--- config.mk ---
export PLATFORM = sky130hd
export DESIGN_NAME = cache_refill_engine
export DESIGN_NICKNAME = d
export VERILOG_FILES = /design/src/rtl/cache_refill_engine_pkg.sv /design/src/rtl/cache_refill_engine.sv
export SDC_FILE = /design/constraint.sdc
export NUM_CORES = 1
export LEC_CHECK = 0
export CORE_MARGIN = 5
export CORE_UTILIZATION = 44
export CTS_CLUSTER_SIZE = 25
export DETAILED_ROUTE_END_ITERATION = 16
export HOLD_SLACK_MARGIN = 0.03
export PLACE_DENSITY = 0.77
export SLEW_MARGIN = 5
export SYNTH_ARGS = -nofsm -noshare
export SYNTH_HDL_FRONTEND = slang
export SYNTH_SLANG_ARGS = --single-unit
--- constraint.sdc ---
create_clock -name clk -period 1.9 [get_ports clk]
set_input_delay 0.19 -clock clk [delete_from_list [all_inputs] [get_ports clk]]
set_output_delay 0.19 -clock clk [all_outputs]
set_load 0.02 [all_outputs]
--- src/rtl/cache_refill_engine_pkg.sv ---
// Shared types and geometry for the cache refill engine.
package cache_refill_engine_pkg;

  typedef enum logic [1:0] {
    IDLE  = 2'd0,
    READ  = 2'd1,
    WRITE = 2'd2,
    DONE  = 2'd3
  } state_t;

  localparam int WORDS_PER_BLOCK  = 4;
  localparam int BLOCK_WIDTH      = 128;
  localparam int WORD_OFFSET_BITS = 2;
  localparam int BYTE_OFFSET_BITS = 2;

endpackage

--- src/rtl/cache_refill_engine.sv ---
// Main-memory side of the cache: 4-beat block refill on a read miss and
// single-beat write-through stores. Holds the pipeline in stall while busy.
//
// Handshake: a memory beat is transferred on every rising edge where
// mem_req & mem_ready are both high. mem_req/mem_we/mem_addr/mem_wdata are
// decoded from registered state only and stay stable until that edge.
module cache_refill_engine
  import cache_refill_engine_pkg::*;
#(
  parameter int ADDR_WIDTH      = 32,
  parameter int WORD_WIDTH      = 32,
  parameter int WORDS_PER_BLOCK = cache_refill_engine_pkg::WORDS_PER_BLOCK
) (
  input  logic                                clk,
  input  logic                                rst_n,
  input  logic                                req_read,
  input  logic                                req_write,
  input  logic [ADDR_WIDTH-1:0]               req_addr,
  input  logic [WORD_WIDTH-1:0]               req_wdata,
  output logic                                stall,
  output logic [WORDS_PER_BLOCK*WORD_WIDTH-1:0] block_from_mem,
  output logic                                block_valid,
  output logic                                mem_req,
  output logic                                mem_we,
  output logic [ADDR_WIDTH-1:0]               mem_addr,
  output logic [WORD_WIDTH-1:0]               mem_wdata,
  input  logic                                mem_ready,
  input  logic [WORD_WIDTH-1:0]               mem_rdata,
  output logic [1:0]                          dbg_state
);

  localparam int OFFSET_BITS = WORD_OFFSET_BITS + BYTE_OFFSET_BITS;
  localparam logic [WORD_OFFSET_BITS-1:0] LAST_BEAT = WORD_OFFSET_BITS'(WORDS_PER_BLOCK - 1);

  state_t                              state_q, state_d;
  logic [WORD_OFFSET_BITS-1:0]         beat_q;
  logic [ADDR_WIDTH-1:OFFSET_BITS]     base_q;
  logic [ADDR_WIDTH-1:0]               waddr_q;
  logic [WORD_WIDTH-1:0]               wdata_q;
  logic [WORDS_PER_BLOCK*WORD_WIDTH-1:0] block_q;
  logic                                from_read_q;

  assign block_from_mem = block_q;
  assign dbg_state      = state_q;

  always_comb begin
    state_d     = state_q;
    stall       = 1'b0;
    mem_req     = 1'b0;
    mem_we      = 1'b0;
    mem_addr    = '0;
    mem_wdata   = '0;
    block_valid = 1'b0;
    case (state_q)
      IDLE: begin
        // A simultaneous read and write is illegal upstream; the read wins.
        if (req_read) begin
          stall   = 1'b1;
          state_d = READ;
        end else if (req_write) begin
          stall   = 1'b1;
          state_d = WRITE;
        end
      end
      READ: begin
        stall    = 1'b1;
        mem_req  = 1'b1;
        mem_addr = {base_q, beat_q, {BYTE_OFFSET_BITS{1'b0}}};
        if (mem_ready && beat_q == LAST_BEAT) state_d = DONE;
      end
      WRITE: begin
        stall     = 1'b1;
        mem_req   = 1'b1;
        mem_we    = 1'b1;
        mem_addr  = waddr_q;
        mem_wdata = wdata_q;
        if (mem_ready) state_d = DONE;
      end
      DONE: begin
        // Requests are ignored here: the miss signal lags the cache update.
        block_valid = from_read_q;
        state_d     = IDLE;
      end
      default: state_d = IDLE;
    endcase
  end

  always_ff @(posedge clk) begin
    if (!rst_n) begin
      state_q     <= IDLE;
      beat_q      <= '0;
      base_q      <= '0;
      waddr_q     <= '0;
      wdata_q     <= '0;
      block_q     <= '0;
      from_read_q <= 1'b0;
    end else begin
      state_q <= state_d;
      case (state_q)
        IDLE: begin
          if (req_read) begin
            base_q      <= req_addr[ADDR_WIDTH-1:OFFSET_BITS];
            beat_q      <= '0;
            from_read_q <= 1'b1;
          end else if (req_write) begin
            waddr_q     <= req_addr;
            wdata_q     <= req_wdata;
            from_read_q <= 1'b0;
          end
        end
        READ: begin
          if (mem_ready) begin
            block_q[int'(beat_q)*WORD_WIDTH +: WORD_WIDTH] <= mem_rdata;
            beat_q <= beat_q + 1'b1;
          end
        end
        default: ;
      endcase
    end
  end

endmodule

### Word level (Yosys, flattened, before mapping)

Index checks and enable logic that the tools add are counted.
Widths: inputs -> output; s select.

* bits in registers: 225
* input port bits: 101
* output and inout port bits: 198
* word-level logic and storage cells: 51

* add/subtract/negate cells: 2
* eq/ne operators: 9
* shift-type cells: 2
* muxes and demuxes: 19
* bitwise operators: 1
* reduce and logical (&&, ||, !) cells: 11

Operators with widths (count)
* $bwmux 128: 1
* $shift 32x33->128 const A: 1
* $shiftx 32x33->128: 1
* $pmux 32 s2: 1
* $neg 7->33: 1
* $mux 32: 1
* $mux 2: 6
* $reduce_and 3->1: 3
* $ne 2x2->1 const B: 4
* $pmux 2 s4: 1
* $mux 1: 7
* $eq 2x2->1 const B: 3
* $reduce_and 2->1: 3
* $pmux 2 s2: 1
* $reduce_bool 2->1: 2
* $ne 3x3->1 const B: 1
* $add 2x1->2 const B: 1
* $eq 2x1->1 const B: 1
* $logic_not 2->1: 1
* $pmux 1 s2: 1
* $reduce_or 2->1: 1
* $logic_and 1x1->1: 1
* $not 1->1: 1

### Logic depth before layout (Yosys ltp)

Gate-level depths: netlist of run 1.

* word-level depth: 4
* mapped depth: 8
* gate-level depth less buffers: 5

### Worst setup path before layout of run 1

Ideal clock, no wire load.

* kind: reg-to-output
* start point: register state_q[0], in the netlist dbg_state[0]
* end point: output port mem_addr[10]
* data arrival time: 1664 ps
* setup slack: 46 ps
* cell stages (with the launch flop): 6
* path buffers: 1
* cell sequence: dfxtp_1 inv_1 ha_1 inv_1 clkbuf_1 nor2_1

* longest elaborated chain between the ends: 2
* elaborated cells between the ends (all ways): 3
* those cells by class: eq/ne: 2; mux: 1

Ends and longest elaborated chain
* start: declaration: line cache_refill_engine.sv:35 `state_t state_q, state_d;`
* start signal: assignment: line cache_refill_engine.sv:98 `state_q <= state_d;`
* $eq 2x2->1 / $eq 2x1->1 (equally long branches): line cache_refill_engine.sv:54 `case (state_q)`
* $pmux 32 s2 *: line cache_refill_engine.sv:54
* end: declaration: line cache_refill_engine.sv:25 `output logic [ADDR_WIDTH-1:0] mem_addr,`

Every way passes the cells marked *; elsewhere a longest branch is shown, timed or not.

### Final worst setup path of run 1

* start point: register state_q[0], in the netlist dbg_state[0]
* end point: output port mem_addr[3]

Same word-level chain as after synthesis.

==> results.cfg, run 1 <==
[cts]
numCtsBuffers = 24
cts.htree.levels = 1
clockBufferDepth = 3
cts_tree = yes
root_buffer = clkbuf_16
path_clk_slew_ns = 0.06
insertion_delay_ns = 0.51
cts_sinks = 225

[timing]
period_share_pct = 105
max_freq_mhz = 501
setup_ws_ns = -0.0958
setup_viol = 59
rsz0062_at_grt = true
hold_viol = 0
period_minus_slack_ns = 2.00
fin_worst_skew_ns = 0.00833
maxSlewHeadroom_pct = 62.0
slew_viol_final = 0
worst_pin_slew_ns = 0.569

[grt]
grt_pass1_wl_mm = 47.4
grt_busiest_layer = met2
grt_max_degree = 83
use_met2_pct = 38.9
overflow = 0
grt_pass1_vias = 8468
grt_use_met3_pct = 4.19
use_met1_pct = 31.6
antenna_found_initial = 3
grt_usage_pct = 23.9

[die]
coreArea_um2 = 21000
die_w_um = 156
initial_core_util_pct = 44.6
dieArea_um2 = 24300
io_pins = 299
num_rows = 53
die_h_um = 156

[placement]
hpwl_mm = 20.1
dpl.cell_count = 1593
dp_slack_ns = -0.0177
place_area_um2 = 12800
io_buffers = 298
gp_congestion = 0.835

[logic_synthesis]
yosysTopAreaCellShare_pct = 48.0
syn_area_um2 = 9380
ys_ff_latch = 225
yosysSeqAreaShare_pct = 48.0
synth_area_leader_cell = dfxtp_1
synth_cell_types = 33
yosysWarnings = 0
synthTopCellsByArea = dfxtp_1 (48%), nand2_1 (9.7%), a21boi_0 (7.5%)
syn_avg_cell_area_um2 = 8.71
postSynthCellCount = 1077
synth_fp_nets = 1189

[pwr]
ir_drop_uv = 841
switching_share_pct = 29.5
clkPwrFrac_pct = 35.4
p_comb_share_pct = 25.5
seqPwrFrac_pct = 39.1
power.internal_mw = 9.68
p_total_mw = 13.7
leakagePower_nw = 5.08
p_switching_mw = 4.06
p_per_area_nw_per_um2 = 972

[status]
status = finished, violations left
violations = negative setup slack

[setup_path]
cp-start-kind = register
crit_type = register to output port
slowest_delay_ns = 0.36
cp.arrival_ns = 1.81
cp-end-kind = output port
path_cells = buf_6 -> buf_6 -> ha_4 -> buf_12 -> a22oi_2 -> nor2_4 -> buf_6
cpMostUsedCell = buf_6
cp_max_fo = 13
crit_slowest_cell = dfxtp_4
critPathRequiredTime_ns = 1.71

[layout]
instances_no_fill = 1654
stdcell_area_um2 = 14100
fillers = 1702
drive_above_1_share_pct = 16.9
syn2layout_area_growth_pct = 50.8
nets = 1472

[route]
drc = 0
vias = 8977
drtIter0Drc = 516
postRouteAntennaNets = 0
routed_wirelength_mm = 31.2
via_per_inst = 5.43
first_pass_iters = 5
wl_per_cell_um = 18.9

[flow_run]
cap_violations = 0

[worst_hold_path]
min_path_type = primary input to register
cells in the mapped netlist (all sizes together):
library cell / number
nand2: 243
dfxtp: 225
a21boi: 124
nor2b: 96
a32oi: 78
nand3: 54
buf: 51
clkbuf: 49
and2: 37
nor2: 32
a22oi: 30
o21ai: 21
ha: 11
inv: 7
and3b: 3
a21oi: 2
mux2i: 2
nand2b: 2
nand3b: 2
o22ai: 2
a222oi: 1
a2bb2oi: 1
and3: 1
and4b: 1
nor3b: 1
o21a: 1
layout make-up:
| class | instances | area [um2] | area share (%) |
|---|---|---|---|
| timing repair buffer | 356 | 3720 | 26.3 |
| inverter | 7 | 33.8 | 0.239 |
| multi-input combinational | 746 | 4700 | 33.2 |
| clock buffer | 33 | 706 | 4.99 |
| sequential | 225 | 4510 | 31.9 |
| tap | 275 | 344 | 2.43 |
| clock inverter | 9 | 125 | 0.885 |
| antenna | 3 | 7.51 | 0.0531 |
metrics by stage:
| step | setup TNS [ns] | util (%) | hold WS [ns] |
|---|---|---|---|
| after CTS | -2.74 | 65.5 | 0.0399 |
| after global placement | 0 | 60.7 | 0.436 |
| after floorplan | 0 | - | 0.330 |
| final | -2.56 | 67.3 | 0.0521 |
| after detailed placement | -0.0303 | 60.7 | 0.442 |
| after global routing | -6.11 | 67.3 | 0.0471 |
repair_timing:
action / CTS / global route
endpoints found under the setup margin: 68 / 152
pin swaps: 5 / 14
endpoints found under the hold margin: 0 / 0
gates cloned: 6 / 4
gates resized for setup: 360 / 102
hold buffers: 0 / 0
setup buffers: 4 / 4
worst max-delay path, delay by kind of cell (launching register included):
family / cells / cell delay, ns
adders and majority gates: 1 / 0.18
DFF: 1 / 0.36
AOI/OAI and AO/OA: 1 / 0.20
and+or+nand+nor: 1 / 0.05
buffers and inverters: 4 / 0.52
flip-flops by register name, summed over array words and instances (netlist names):
| signal | flops |
|---|---|
| block_from_mem | 128 |
| dbg_state | 2 |
| wdata_q | 32 |
| waddr_q | 32 |
| from_read_q | 1 |
| beat_q | 2 |
| base_q | 28 |
power by group through the flow:
stage | combinational [mW] | sequential [mW] | clock [mW]
after global routing | 3.74 | 5.41 | 5.17
after CTS | 3.34 | 5.34 | 4.96
after detailed placement | 2.82 | 5.42 | 0
final | 3.51 | 5.37 | 4.87
after global placement | 2.78 | 5.42 | 0
after floorplan | 1.44 | 5.49 | 0
cell families after synthesis:
family / share of synthesized area (%)
AO/OA/AOI/OAI: 21.3
adder cells (fa/ha/maj): 1.47
buffers and inverters: 5.16
flip-flops: 48.0
multiplexers: 0.214
AND/OR/NAND/NOR: 23.9
metal layers:
| metal | up-vias | wire (um) |
|---|---|---|
| met5 | - | 0 |
| li1 | 4268 | - |
| met2 | 309 | 15000 |
| met3 | 81 | 1770 |
| met4 | 0 | 1250 |
| met1 | 4319 | 13200 |
layout by cell type (no fill, tap or decap), types with 28 or more instances in the layout:
| cell | instances |
|---|---|
| dfxtp_1 | 223 |
| a32oi_1 | 76 |
| nand2_1 | 243 |
| nor2b_1 | 94 |
| buf_4 | 44 |
| clkdlybuf4s50_1 | 228 |
| a21boi_1 | 30 |
| a21boi_0 | 94 |
| buf_6 | 48 |
| nand3_1 | 54 |
| clkbuf_16 | 28 |
final timing paths:
path	start	end	slack, ns	cells past startpoint
setup reg to reg	dbg_state[0]	block_from_mem[43]	0.05	9
setup / recovery	dbg_state[0]	mem_addr[3]	-0.1	7
hold / removal	rst_n	wdata_q[26]	0.05	2
hold reg to reg	block_from_mem[22]	block_from_mem[22]	0.45	2
(Power assumes the default switching activity.)
==> run 2: changes to the inputs <==
--- a/config.mk
+++ b/config.mk
@@ -5,6 +5,7 @@
 export SDC_FILE = /design/constraint.sdc
 export NUM_CORES = 1
 export LEC_CHECK = 0
+export CORE_ASPECT_RATIO = 0.9
 export CORE_MARGIN = 5
 export CORE_UTILIZATION = 44
 export CTS_CLUSTER_SIZE = 25
==> results.cfg, run 2 (same netlist as run 1, synthesis figures left out) <==
[layout]
nets = 1481
final_cell_mix = nand2_1 (243), clkdlybuf4s50_1 (228), dfxtp_1 (223)
antenna_cells = 0
syn2layout_area_growth_pct = 50.7
stdcell_area_um2 = 14100
final_util_pct = 67.6
drive_above_1_share_pct = 16.4
largest_reg_flops = 128
final_common_cell = nand2_1

[cts]
root_buffer = clkbuf_16
numCtsBuffers = 23
cts.htree.levels = 1
clockBufferDepth = 3
insertion_delay_ns = 0.50
cts_hold_buffers = 0
path_clk_slew_ns = 0.06
cts_tree = yes
cts_sinks = 225

[pwr]
p_total_mw = 13.3
p_per_area_nw_per_um2 = 944
leakagePower_nw = 5.05
ir_drop_uv = 620

[placement]
hpwl_mm = 19.7
dp_slack_ns = -0.115
gp_congestion = 0.819
place_area_um2 = 12700
io_buffers = 298

[setup_path]
cp.arrival_ns = 1.77
crit_type = register to output port
cp-end-kind = output port
cp-start-kind = register
critPathRequiredTime_ns = 1.71
cp_max_fo = 8

[grt]
grt_pass1_vias = 8716
overflow = 0
grt_max_degree = 75
grt_usage_pct = 24.3
grt_pass1_wl_mm = 48.1
antenna_found_initial = 0

[route]
drtIter0Drc = 698
first_pass_iters = 5
vias = 9091
routed_wirelength_mm = 32.1
postRouteAntennaNets = 0
drc = 0
wl_per_cell_um = 19.2
via_per_inst = 5.44

[timing]
period_share_pct = 103
worst_pin_slew_ns = 0.499
setup_ws_ns = -0.0648
rsz0062_at_grt = true
setup_viol = 64
fin_worst_skew_ns = 0.0131
slew_viol_final = 0
hold_viol = 0
maxSlewHeadroom_pct = 66.4
period_minus_slack_ns = 1.96
max_freq_mhz = 509

[die]
dieArea_um2 = 24300
die_h_um = 148
die_w_um = 164
initial_core_util_pct = 44.9
num_rows = 50
io_pins = 299
coreArea_um2 = 20900

[flow_run]
cap_violations = 0

[status]
status = finished, violations left
violations = negative setup slack

[worst_hold_path]
min_path_type = primary input to register
## run 2: cell count changes in the layout (fill, tap and decap cells not counted), moves of 5 or more
cell | before | now
buf_6 | 48 | 33
buf_4 | 44 | 70
buf_2 | 10 | 4
and2_4 | 13 | 7
clkbuf_1 | 3 | 8
and2_1 | 24 | 30
## run 2: final timing paths
kind | from | end | slack, ns | depth (start not counted)
hold reg to reg | block_from_mem[2] | block_from_mem[2] | 0.45 | 2
hold / removal | rst_n | block_from_mem[1] | 0.1 | 2
setup reg to reg | dbg_state[1] | block_from_mem[117] | -0.02 | 9
setup / recovery | dbg_state[0] | mem_wdata[28] | -0.06 | 6
## run 2: worst max-delay path, cell delays in order (launching register included)
cell and delay (ns):
dfxtp_4 0.37, inv_4 0.09, buf_6 0.10, ha_4 0.25, clkbuf_16 0.19, and2_1 0.12, buf_4 0.14
## run 2: stage by stage
step / hold slack (ns) / TNS [ns] / cells
floorplan: 0.330 / 0 / 1077
global placement: 0.437 / -0.884 / 1604
detailed placement: 0.445 / -4.84 / 1604
CTS: 0.0916 / -1.71 / 1658
global route: 0.106 / -6.46 / 1670
finish: 0.0958 / -2.18 / 1670
## run 2: final cells by class
class,count,area [um2]
fill,1664,6760
multi-input combinational,745,4640
sequential,225,4510
timing repair buffer,367,3890
clock buffer,34,647
tap,286,358
clock inverter,6,57.6
inverter,7,36.3
## run 2: report_power, final
group | internal [mW] | switching, mW
clock | 2.48 | 1.80
sequential | 5.12 | 0.257
combinational | 1.72 | 1.96
total | 9.32 | 4.02
## run 2: layer usage
metal,global-route usage [%],wire (um),up-vias
li1,-,-,4286
met1,32.6,13900,4352
met2,39.1,14800,367
met3,4.16,2120,86
met4,9.69,1340,0
met5,0,0,-
## run 2: timing repair
action	CTS	global route
endpoints found under the setup margin	132	117
pin swaps	26	20
cloned	9	9
buffers inserted	5	4
resized for setup	353	88
==> run 3: changes to the inputs <==
--- a/config.mk
+++ b/config.mk
@@ -5,12 +5,14 @@
 export SDC_FILE = /design/constraint.sdc
 export NUM_CORES = 1
 export LEC_CHECK = 0
+export CAP_MARGIN = 0
 export CORE_ASPECT_RATIO = 0.9
 export CORE_MARGIN = 5
 export CORE_UTILIZATION = 44
 export CTS_CLUSTER_SIZE = 25
 export DETAILED_ROUTE_END_ITERATION = 16
 export HOLD_SLACK_MARGIN = 0.03
+export MAX_ROUTING_LAYER = met4
 export PLACE_DENSITY = 0.77
 export SLEW_MARGIN = 5
 export SYNTH_ARGS = -nofsm -noshare
==> results.cfg, run 3 (same netlist as run 1, synthesis figures left out) <==
[grt]
grt_max_degree = 75
grt_pass1_wl_mm = 48.1
antenna_found_initial = 0
grt_pass1_vias = 8735
grt_usage_pct = 25.1
overflow = 0

[timing]
period_minus_slack_ns = 1.97
hold_viol = 0
max_freq_mhz = 509
period_share_pct = 103
setup_ws_ns = -0.0650
slew_viol_final = 0
setup_viol = 62
maxSlewHeadroom_pct = 66.3
rsz0062_at_grt = true
worst_pin_slew_ns = 0.500
fin_worst_skew_ns = 0.0116

[setup_path]
cp_max_fo = 6
crit_type = register to output port
slowest_delay_ns = 0.37
crit_slowest_cell = dfxtp_4
path_cells = buf_6 -> ha_4 -> buf_12 -> a22oi_2 -> nor2_1 -> buf_2
rr_worst_depth = 9
cp-start-kind = register
cp-end-kind = output port
cp.arrival_ns = 1.78
critPathRequiredTime_ns = 1.71

[cts]
path_clk_slew_ns = 0.06
clockBufferDepth = 3
cts_sinks = 225
root_buffer = clkbuf_16
cts_tree = yes
insertion_delay_ns = 0.50
numCtsBuffers = 23
cts.htree.levels = 1

[layout]
seq_area_um2 = 4510
drive_above_1_share_pct = 16.2
antenna_cells = 0
stdcell_area_um2 = 14100
multiInputGateArea_um2 = 4640
instances_no_fill = 1668
final_util_pct = 67.4
syn2layout_area_growth_pct = 50.3
final_cell_mix = nand2_1 (243), clkdlybuf4s50_1 (228), dfxtp_1 (223)
nets = 1479
final_common_cell = nand2_1
fillers = 1675
largest_reg_flops = 128

[pwr]
p_per_area_nw_per_um2 = 936
leakagePower_nw = 5.03
ir_drop_uv = 583

[worst_hold_path]
min_path_cells = 2
min_path_type = primary input to register

[route]
vias = 9014
drc = 0
wl_per_cell_um = 19.1
via_per_inst = 5.40
routed_wirelength_mm = 31.8
first_pass_iters = 5
postRouteAntennaNets = 0
drtIter0Drc = 702

[placement]
place_area_um2 = 12700
dpl.cell_count = 1604
gp_congestion = 0.831
hpwl_mm = 19.7
io_buffers = 298

[die]
coreArea_um2 = 20900
initial_core_util_pct = 44.9
dieArea_um2 = 24300
num_rows = 50
die_h_um = 148
die_w_um = 164
io_pins = 299

[status]
violations = negative setup slack
status = finished, violations left

[flow_run]
cap_violations = 0
-- run 3: changes by cell type in the layout (fill, tap and decap cells not counted), sizes merged --
cell,previous run,this run
buf,128,127
clkdlybuf4s15,0,1
clkbuf,44,42
-- run 3: area by class of cell --
cell class	instances	area share [%]
multi-input cells	745	32.9
well taps	286	2.54
clock buffers	34	4.59
repair buffers	365	27.3
inverters	7	0.222
clock inverters	6	0.408
flip-flops and latches	225	32.0
-- run 3: final timing paths --
path	slack, ns	endpoint	start
worst min-delay path	0.09	base_q[30]	rst_n
worst max-delay path	-0.07	mem_addr[4]	dbg_state[1]
worst min register to register	0.45	block_from_mem[25]	block_from_mem[25]
worst max register to register	-0.01	block_from_mem[117]	dbg_state[1]
-- run 3: critical path, delay by kind of cell, from the launching register on --
kind,cells,cell delay (ns)
simple gates,1,0.06
fa+ha+maj,1,0.21
flops,1,0.37
compound gates,1,0.20
buf+inv,3,0.44
-- run 3: repair_timing --
action / in CTS / in global routing
buffers inserted: 5 / 4
gates resized for setup: 353 / 82
cloned: 9 / 7
pin swaps: 26 / 20
hold buffers: 0 / 0
endpoints found under the setup margin: 132 / 117
-- run 3: layer usage --
metal	vias up	GRT usage, %	wire (um)	part of all wire [%]
li1	4277	-	-	-
met1	4303	32.9	13800	43
met2	350	39.2	14800	47
met3	84	3.80	1960	6.2
met4	0	9.56	1280	4.0
met5	-	-	0	0
-- run 3: per-stage QoR --
step	TNS [ns]	hold WS [ns]	setup WS, ns	power, mW
after floorplan	0	0.330	0.0462	6.93
after global placement	-0.884	0.437	-0.0724	8.24
after detailed placement	-4.84	0.445	-0.115	8.30
after CTS	-1.71	0.0916	-0.0665	13.0
after global routing	-6.47	0.108	-0.134	13.8
final	-2.02	0.0926	-0.0650	13.2
-- run 3: power breakdown --
part	internal, mW	switching [mW]
Sequential	5.12	0.257
Combinational	1.64	1.90
Clock	2.48	1.80
